### config.mk
export PLATFORM = sky130hd
export DESIGN_NAME = single_port_memory_module
export DESIGN_NICKNAME = d
export VERILOG_FILES = /design/src/rtl/single_port_memory_module.sv
export SDC_FILE = /design/constraint.sdc
export NUM_CORES = 1
export LEC_CHECK = 0
export CORE_AREA = 2 2 182 184
export DETAILED_ROUTE_END_ITERATION = 10
export DIE_AREA = 0 0 184 186
export MAX_ROUTING_LAYER = met4
export SETUP_SLACK_MARGIN = 0.3
export SLEW_MARGIN = 20
export SYNTH_ARGS = -nofsm -noshare
export SYNTH_HDL_FRONTEND = slang
export SYNTH_SLANG_ARGS = --single-unit
export TNS_END_PERCENT = 1
### constraint.sdc
create_clock -name clk -period 12.5 [get_ports clk]
set_input_delay 1.25 -clock clk [delete_from_list [all_inputs] [get_ports clk]]
set_output_delay 1.25 -clock clk [all_outputs]
set_load 0.05 [all_outputs]
### src/rtl/single_port_memory_module.sv
// rtl/single_port_memory_module.sv - single-port synchronous memory with registered read and async reset
//
// Purpose: depth x width word store with one access per clock. When we is high
// the word on data_in is written; when it is low the addressed word is loaded
// into data_out. Out-of-range writes are dropped and out-of-range reads load zero.
// data_out holds its value during writes. Reset clears every word and data_out
// asynchronously.
//
// Ports:
//   clk      in   1      rising-edge clock
//   rst      in   1      asynchronous active-high reset
//   we       in   1      1 = write, 0 = read
//   addr     in   AW     word address for both write and read
//   data_in  in   width  write data
//   data_out out  width  registered read data, one clock of latency
module single_port_memory_module #(
    parameter int width = 32,
    parameter int depth = 8,
    localparam int AW = (depth > 1) ? $clog2(depth) : 1
) (
    input  logic             clk,
    input  logic             rst,
    input  logic             we,
    input  logic [AW-1:0]    addr,
    input  logic [width-1:0] data_in,
    output logic [width-1:0] data_out
);

    // One extra bit so depth itself fits and the range compare cannot wrap.
    localparam logic [AW:0] DEPTH_W = (AW + 1)'(depth);

    logic [width-1:0] mem_q [0:depth-1];
    logic [width-1:0] mem_d [0:depth-1];
    logic [width-1:0] data_out_q;
    logic [width-1:0] data_out_d;
    logic             in_range;

    assign in_range = ({1'b0, addr} < DEPTH_W);

    always_comb begin
        mem_d      = mem_q;
        data_out_d = data_out_q;
        if (we) begin
            // data_out is left untouched on a write (no-change mode).
            if (in_range) begin
                mem_d[addr] = data_in;
            end
        end else begin
            data_out_d = in_range ? mem_q[addr] : '0;
        end
    end

    always_ff @(posedge clk or posedge rst) begin
        if (rst) begin
            for (int i = 0; i < depth; i++) begin
                mem_q[i] <= '0;
            end
            data_out_q <= '0;
        end else begin
            mem_q      <= mem_d;
            data_out_q <= data_out_d;
        end
    end

    assign data_out = data_out_q;

endmodule

# Yosys cells after proc, flatten, opt, wreduce, memory -nomap -nowiden
# Index checks and enable logic that the tools add are counted.
# totals
elab_cells,19
output_inout_bits,32
in_bits,38
register_bits,288
# classes
order_cmp,2
n_bitwise,1
n_mux,6
n_reduce_logical,1
# op_table
operator,n
256-bit bitwise mux,1
32-bit binary-select mux with 3-bit select,1
32-bit demux with 3-bit select,1
32-bit 2-to-1 mux,3
"4-bit greater-or-equal comparator, second input constant",1
"4-bit by 1-bit less-than comparator with 1-bit output, second input constant",1
3-bit NOT with 4-bit output,1
1-bit logical AND,1

# Depth between registers and ports, before layout
# Gate-level depths: netlist (run 1).
# depth
word_depth,6
depth_mapped,6
ltp_nobuf,3

# Worst setup path after synthesis (run 1)
# No wires, ideal clock.
# synth_path
path_kind,input to register
from,input port addr[2]
to,register mem_q[196] (netlist bit)
required_time_ns,12.375
n_path_buf,2
setup_ns,0.125
cell_stages,5
slack_ns,9.986
t_arrival_ns,2.389
path_cell_list,buf_2 -> nand2b_4 -> nor3b_4 -> buf_6 -> mux2_2
# synth_between
elab_chain_len,6
elab_cells_between_ends,7
classes_between,2 x order compare; 3 x mux; 1 x bitwise; 1 x reduce/logical
# synth_rtl
element,line_no,text
start: declaration,24,"input logic [AW-1:0] addr,"
3-bit NOT with 4-bit output (implied by the code) (*),46,mem_d[addr] = data_in;
4-bit greater-or-equal comparator (implied by the code) / 4-bit by 1-bit less-than comparator with 1-bit output (equally long branches),46,
1-bit logical AND (implied by the code),46,
32-bit 2-to-1 mux (implied by the code),46,
32-bit demux with 3-bit select (*),46,
256-bit bitwise mux (*),46,
end signal: assignment,60,mem_q <= mem_d;
end: declaration,32,logic [width-1:0] mem_q [0:depth-1];
# Mark *: on every way between the ends. The rest lies on a longest branch, timed or not.
# A chain may end at the register's enable or synchronous reset.

# Worst setup path in the final report (run 1)
# layout_path
from,input port addr[0]
to,register mem_q[203] (netlist bit)
# Same word-level chain as after synthesis.

==> qor.csv, run 1 <==
metric,value,unit
clockBufferDepth,3,
p_clk_share,36.6,%
rr_worst_depth,3,
startpoint,addr[0],
routed_wl,27600,µm
crit_path_end_kind,flip-flop,
fmax,0.263,GHz
viasPerCell,5.39,
synth_nets,915,
io_buffers,69,
nNetsFinal,973,
path_clk_slew,0.06,ns
fin_hold_ws,0.481,ns
skew,0.0144,ns
setup_tns,0,ns
slew_violations,0,
synth_area,12800,µm²
status,completed,
cts_setup_buffers,0,
ant_nets,0,
seq_area_frac_synth,56.5,%
ctsResizeCount,0,
die-area,34200,µm²
yosys_warnings,0,
swShare,26.1,%
ir_worst_vdd,0.117,mV
pwr-share-seq,45.3,%
setup_viol,0,
path_max_fanout,49,
fillers,2916,
grt_max_degree,186,
ys_ff_latch,288,
tightest_slew,1.07,ns
slew_headroom,28.2,%
die_w,184,µm
cts_tree,done,
area_growth,16.8,%
vias,7364,
synth_cells,877,
overflow,0,
crit-reg2reg-launch,mem_q[27],
drt_iter0_markers,370,
h-tree-depth,2,
clk_latency,0.51,ns
wl_per_cell,20.2,µm
finalCriticalPeriod,3.80,ns
synth_cell_type_count,21,
rows,66,
dp_hpwl,15900,µm
power,2710,µW
power_frac_comb,18.1,%
rsz0062_at_grt,no,
final_util,46.3,%
dr.pass1.iters,4,
numCtsBuffers,34,
internal_power,2000,µW
min_path_type,reg2reg,
drv_cap,0,
timing.final.ws_setup,8.70,ns
core,32200,µm²
r2r_setup_slack,11.37,ns
hold_viol,0,
groute.usage.overall,17.3,%
cts.sinks,288,
start_util,39.6,%
critPathArrivalTime,4.19,ns
p_leak,0.00647,µW
p_switching,710,µW
drive_above_1_share,32.5,%
crit_path_start_kind,input pin,
drc,0,
gp_congestion,0.674,
antenna_found_initial,3,
grt_pass1_wl,44900,µm
synth_area_per_cell,14.6,µm²
cp.required,12.89,ns
pwr_density_cell,182,nW/µm²
fin_crit_sh,30.4,%
r2r-end,data_out[27],
cts-root-buf,clkbuf_16,
ioPinCount,70,
critPathKind,in2reg,
grt_pass1_vias,7877,
die_h,186,µm
post-place-ws,8.15,ns
crit_end,mem_q[203],
cts_hold_buf,0,
cells in the mapped netlist:
| master | instances | share of area [%] |
|---|---|---|
| buf_2 | 31 | 1.2 |
| buf_4 | 10 | 0.59 |
| buf_6 | 7 | 0.62 |
| clkbuf_1 | 14 | 0.41 |
| dfrtp_1 | 288 | 56 |
| inv_1 | 1 | 0.029 |
| mux2_1 | 22 | 1.9 |
| mux2_2 | 234 | 21 |
| mux2i_1 | 128 | 10 |
| nand2_1 | 2 | 0.059 |
| nand2b_1 | 34 | 1.7 |
| nand2b_4 | 1 | 0.11 |
| nand4_1 | 1 | 0.049 |
| nand4b_1 | 1 | 0.069 |
| nand4b_2 | 2 | 0.24 |
| nor3_2 | 1 | 0.078 |
| nor3_4 | 1 | 0.13 |
| nor3b_4 | 2 | 0.29 |
| o22ai_1 | 64 | 3.1 |
| o31a_1 | 32 | 2.2 |
| or2_2 | 1 | 0.049 |
worst min-delay path by stage:
| stage | cells past startpoint | start | to | slack (ns) |
|---|---|---|---|---|
| 2_1_floorplan | 1 | mem_q[121] | mem_q[121] | 0.46 |
| 3_3_place_gp | 1 | mem_q[217] | mem_q[217] | 0.47 |
| 3_5_place_dp | 1 | mem_q[248] | mem_q[248] | 0.48 |
| 4_1_cts | 1 | mem_q[248] | mem_q[248] | 0.49 |
| 5_1_grt | 1 | mem_q[191] | mem_q[191] | 0.50 |
| 6_report | 1 | mem_q[248] | mem_q[248] | 0.48 |
flip-flops by register name, summed over array words and instances (netlist names):
signal    flops
data_out     32
mem_q       256
worst max-delay path, stage by stage:
cell     delay (ns)
buf_6          0.34
buf_4          0.76
nor3b_4        0.87
buf_4          0.48
mux2_2         0.38
metrics by stage:
step                area [µm²]  std cells
CTS                      14900       1362
global placement         13700       1305
finish                   14900       1367
global route             14900       1367
floorplan                12800        877
detailed placement       13700       1305
cell families (layout without fill, tap and decap cells):
family,after synthesis,in the layout,share of synthesized area [%]
AOI/OAI and AO/OA,96,96,5.33
and+or+nand+nor,46,46,2.73
buffers and inverters,63,142,2.86
other,0,3,0
muxes,384,384,32.6
DFF,288,288,56.5
cell type report:
class / count / area [µm²] / area share [%]
clock buffer: 49 / 988 / 6.63
antenna: 3 / 7.51 / 0.0504
sequential: 288 / 7210 / 48.3
multi-input combinational: 526 / 5200 / 34.9
clock inverter: 8 / 141 / 0.948
inverter: 1 / 11.3 / 0.0755
tap: 408 / 510 / 3.42
timing repair buffer: 84 / 836 / 5.61
placed cells by master (no fill, tap or decap), types with 2 or more instances in the layout:
cell             synthesis  routed
dfrtp_1                288     288
mux2_2                 234     234
mux2i_1                128     128
clkdlybuf4s50_1          0      67
o22ai_1                 64      64
clkbuf_16                0      35
nand2b_1                34      32
o31a_1                  32      32
mux2_1                  22      22
buf_4                   10      12
clkbuf_1                14       8
clkbuf_8                 0       6
diode_2                  0       3
bufinv_16                0       3
nand4b_2                 2       2
nand2_1                  2       2
nor3_4                   1       2
nor3b_4                  2       2
nand2b_2                 0       2
clkinv_8                 0       2
clkinv_2                 0       2
buf_6                    7       2
power by group through the flow:
stage | clock, µW | sequential (µW) | combinational, µW
floorplan | 0 | 1290 | 316
global placement | 0 | 1240 | 486
detailed placement | 0 | 1250 | 496
CTS | 1020 | 1230 | 498
global route | 1060 | 1260 | 536
finish | 993 | 1230 | 492
routing by layer:
metal,GRT usage [%],up-vias,routed length [µm]
met5,-,-,0
met4,4.26,0,495
met3,2.72,42,938
met2,26.8,95,12800
met1,23.9,3860,13400
li1,-,3367,-
Power figures use the tool's default switching activity.
==> run 2: changes to the inputs <==
Clock period 12.5 ns to 3.3 ns, I/O delays scaled along.
==> qor.csv, run 2 (synthesized netlist as in run 1, its figures left out) <==
metric,value,unit
finalCriticalPeriod,2.08,ns
slew_headroom,50.1,%
viasPerCell,5.42,
pwr_density_cell,669,nW/µm²
min_path_type,in2async,
grt_max_degree,84,
path_max_fanout,2,
r2r_setup_slack,2.20,ns
largest_register_ffs,256,
final_util,46.6,%
crit_chain,clkdlybuf4s50_1,
path_clk_slew,0.06,ns
r2r-end,data_out[16],
grt_pass1_wl,45300,µm
p_leak,0.00654,µW
drive_above_1_share,34.3,%
fillers,2870,
drc,0,
rsz0062_at_grt,no,
crit_path_start_kind,flip-flop,
ioPinCount,70,
crit-reg2reg-launch,mem_q[144],
hold_viol,0,
final_area,15000,µm²
cts_setup_buffers,0,
cts_hold_buf,0,
routed_wl,28500,µm
numCtsBuffers,34,
crit_slowest_cell,clkdlybuf4s50_1,
power,10100,µW
drt_iter0_markers,367,
cts-root-buf,clkbuf_16,
nNetsFinal,994,
overflow,0,
ir_worst_vdd,0.385,mV
slew_violations,0,
clk_latency,0.52,ns
setup_tns,0,ns
critPathKind,reg2out,
io_buffers,69,
ant_nets,0,
ctsResizeCount,0,
regMostFlops,mem_q,
critPathMaxStageDelay,0.83,ns
cp.required,2.97,ns
placed_cell_area,14000,µm²
wl_per_cell,20.5,µm
rows,66,
gp_congestion,0.726,
vias,7510,
start_util,39.6,%
core,32200,µm²
groute.usage.overall,17.7,%
critPathArrivalTime,1.75,ns
die-area,34200,µm²
fin_crit_sh,63.2,%
die_h,186,µm
layout_common_cells,"288 x dfrtp_1, 234 x mux2_2, 128 x mux2i_1",
cts.sinks,288,
antenna_found_initial,2,
final_common_cell,dfrtp_1,
post-place-ws,0.760,ns
tightest_slew,0.748,ns
timing.final.ws_setup,1.22,ns
cts_tree,done,
dp_hpwl,17400,µm
skew,0.0114,ns
h-tree-depth,2,
crit_buf_inv,1,
die_w,184,µm
area_growth,17.7,%
status,completed,
setup_viol,0,
dr.pass1.iters,4,
grt_pass1_vias,7741,
clockBufferDepth,3,
rr_worst_depth,3,
fmax,0.480,GHz
crit_path_end_kind,output port,
path_delay_family,buffers and inverters,
drv_cap,0,
[run 2: how the worst max path moves through the flow]
stage / startpoint / end / depth (start not counted)
global route: data_out[22] / data_out[22] / 1
global placement: addr[1] / data_out[18] / 5
CTS: data_out[10] / data_out[10] / 1
finish: data_out[10] / data_out[10] / 1
detailed placement: addr[1] / data_out[23] / 5
floorplan: rst / data_out[0] / 1
[run 2: final cells by class]
class | instances | area (µm²) | area share, %
diodes | 3 | 7.51 | 0.0500
clock buffers | 45 | 973 | 6.48
clock inverters | 10 | 78.8 | 0.525
inverters | 1 | 7.51 | 0.0500
multi-input cells | 526 | 5200 | 34.6
flip-flops and latches | 288 | 7210 | 48.0
well taps | 408 | 510 | 3.40
repair buffers | 105 | 1030 | 6.87
[run 2: worst register-to-register path, delay by kind of cell (launching register included)]
family          cells  cell delay [ns]
compound gates      2             0.41
flops               1             0.37
mux                 1             0.20
[run 2: per-stage QoR]
stage | hold WS, ns | instances
detailed placement | 0.475 | 1328
global placement | 0.467 | 1328
finish | 0.275 | 1386
floorplan | 0.457 | 877
CTS | 0.297 | 1383
global route | 0.332 | 1385
[run 2: power by group]
group          leakage, µW  internal, µW  switching, µW
logic              0.00257           995            884
clock network     0.000521          2070           1440
registers          0.00345          4300            371
total              0.00654          7360           2690
[run 2: metal layers]
metal | track usage [%] | part of all wire, % | up-vias | routed length (µm)
met4 | 4.29 | 1.5 | 0 | 431
met3 | 3.17 | 3.9 | 42 | 1120
met2 | 28.2 | 48 | 107 | 13700
met1 | 23.7 | 46 | 3954 | 13200
li1 | - | - | 3407 | -
met5 | - | 0 | - | 0
==> run 3: changes to the inputs <==
Clock period 3.3 ns to 2.1 ns, I/O delays scaled along.
==> qor.csv, run 3 (synthesized netlist as in run 1, its figures left out) <==
metric,value,unit
ir_worst_vdd,0.707,mV
crit_chain,clkdlybuf4s50_1,
pwr_density_cell,1060,nW/µm²
slew_violations,0,
p_leak,0.00670,µW
dp_hpwl,17800,µm
fmax,0.502,GHz
rr_worst_depth,3,
final_common_cell,dfrtp_1,
met2_usage,28.9,%
numCtsBuffers,31,
cp.required,1.89,ns
globalRouteMet1Util,24.5,%
largest_register_ffs,256,
crit_buf_inv,1,
rows,66,
clk_latency,0.57,ns
core,32200,µm²
critPathKind,reg2out,
grt.busiest_layer,met2,
path_max_fanout,2,
crit-reg2reg-launch,mem_q[150],
cts.sinks,288,
drt_iter0_markers,393,
die_h,186,µm
crit_path_end_kind,output port,
path_clk_slew,0.06,ns
ant_nets,0,
groute.usage.overall,17.9,%
grt_pass1_vias,7918,
gp_congestion,0.698,
power_frac_comb,18.6,%
critPathArrivalTime,1.78,ns
grt_max_degree,63,
fin_crit_sh,94.8,%
cts_setup_buffers,0,
drc,0,
finalCriticalPeriod,1.99,ns
status,completed,
routed_wl,28600,µm
cp.depth,1,
vias,7456,
antenna_found_initial,1,
rsz0062_at_grt,yes,
area_growth,19.9,%
fillers,2849,
internal_power,11900,µW
skew,0.0184,ns
ioPinCount,70,
met3_usage,2.58,%
slew_headroom,57.9,%
r2r-end,data_out[22],
grt_pass1_wl,46300,µm
viasPerCell,5.35,
crit_path_start_kind,flip-flop,
layout_common_cells,"288 x dfrtp_1, 234 x mux2_2, 128 x mux2i_1",
critPathMaxStageDelay,0.83,ns
pwr-share-seq,45.3,%
drive_above_1_share,35.0,%
io_buffers,69,
p_clk_share,36.1,%
path_delay_family,buffers and inverters,
start_util,39.6,%
crit_end,data_out[8],
cts-root-buf,clkbuf_16,
dr.pass1.iters,4,
nNetsFinal,998,
cts_tree,done,
fin_hold_ws,0.0579,ns
r2r_setup_slack,1.01,ns
die_w,184,µm
regMostFlops,mem_q,
crit_slowest_cell,clkdlybuf4s50_1,
drv_cap,0,
min_path_type,in2async,
die-area,34200,µm²
h-tree-depth,1,
final_util,47.5,%
clockBufferDepth,3,
overflow,0,
p_switching,4240,µW
swShare,26.3,%
tightest_slew,0.632,ns
startpoint,data_out[8],
wl_per_cell,20.5,µm
setup_viol,0,
hold_viol,0,
[run 3: cell count changes in the layout (fill, tap and decap cells not counted), sizes merged]
cell,change
buf,+7
bufinv,+5
clkbuf,-4
clkdlybuf4s50,-2
diode,-2
inv,+2
dlygate4sd2,+1
dlymetal6s2s,+1
[run 3: area by class of cell]
type | instances | area [µm²] | share of cell area, %
clock inverter | 17 | 231 | 1.51
inverter | 1 | 7.51 | 0.0490
multi-input combinational | 526 | 5200 | 34.0
tap | 408 | 510 | 3.33
antenna | 1 | 2.50 | 0.0163
timing repair buffer | 112 | 1260 | 8.24
clock buffer | 41 | 883 | 5.77
sequential | 288 | 7210 | 47.1
[run 3: through the flow]
step,std cells,power (µW),setup TNS (ns),area (µm²),worst slack [ns]
after floorplan,877,9540,-555.61,12800,-1.93
after global placement,1335,10400,0,14200,0.172
after detailed placement,1335,10500,0,14200,0.130
after CTS,1393,16400,0,15300,0.0746
after global routing,1394,17000,0,15300,0.0484
final,1394,16200,0,15300,0.109
[run 3: repair_timing]
action | CTS | global route
setup endpoints to repair | 32 | 31
resized for setup | 1 | 1
hold buffers | 0 | 0
hold endpoints to repair | 0 | 0
[run 3: routing by layer]
metal / up-vias / share of wire (%)
met5: - / 0
met3: 29 / 3.1
met1: 3920 / 49
li1: 3404 / -
met2: 103 / 47
met4: 0 / 1.3
[run 3: worst min path at each step]
stage                      from    endpoint  cells after the start  slack [ns]
global route                rst   mem_q[90]                      2        0.08
detailed placement   mem_q[216]  mem_q[216]                      1        0.48
CTS                         rst   mem_q[90]                      2        0.06
finish                      rst   mem_q[90]                      2        0.06
floorplan           data_in[24]   mem_q[24]                      1        0.34
global placement     mem_q[248]  mem_q[248]                      1        0.47
[run 3: power groups by stage]
stage	clock [µW]	combinational, µW	sequential (µW)
floorplan	0	1880	7650
global placement	0	2990	7400
detailed placement	0	3050	7430
CTS	6000	3050	7330
global route	6240	3280	7480
finish	5840	3000	7320
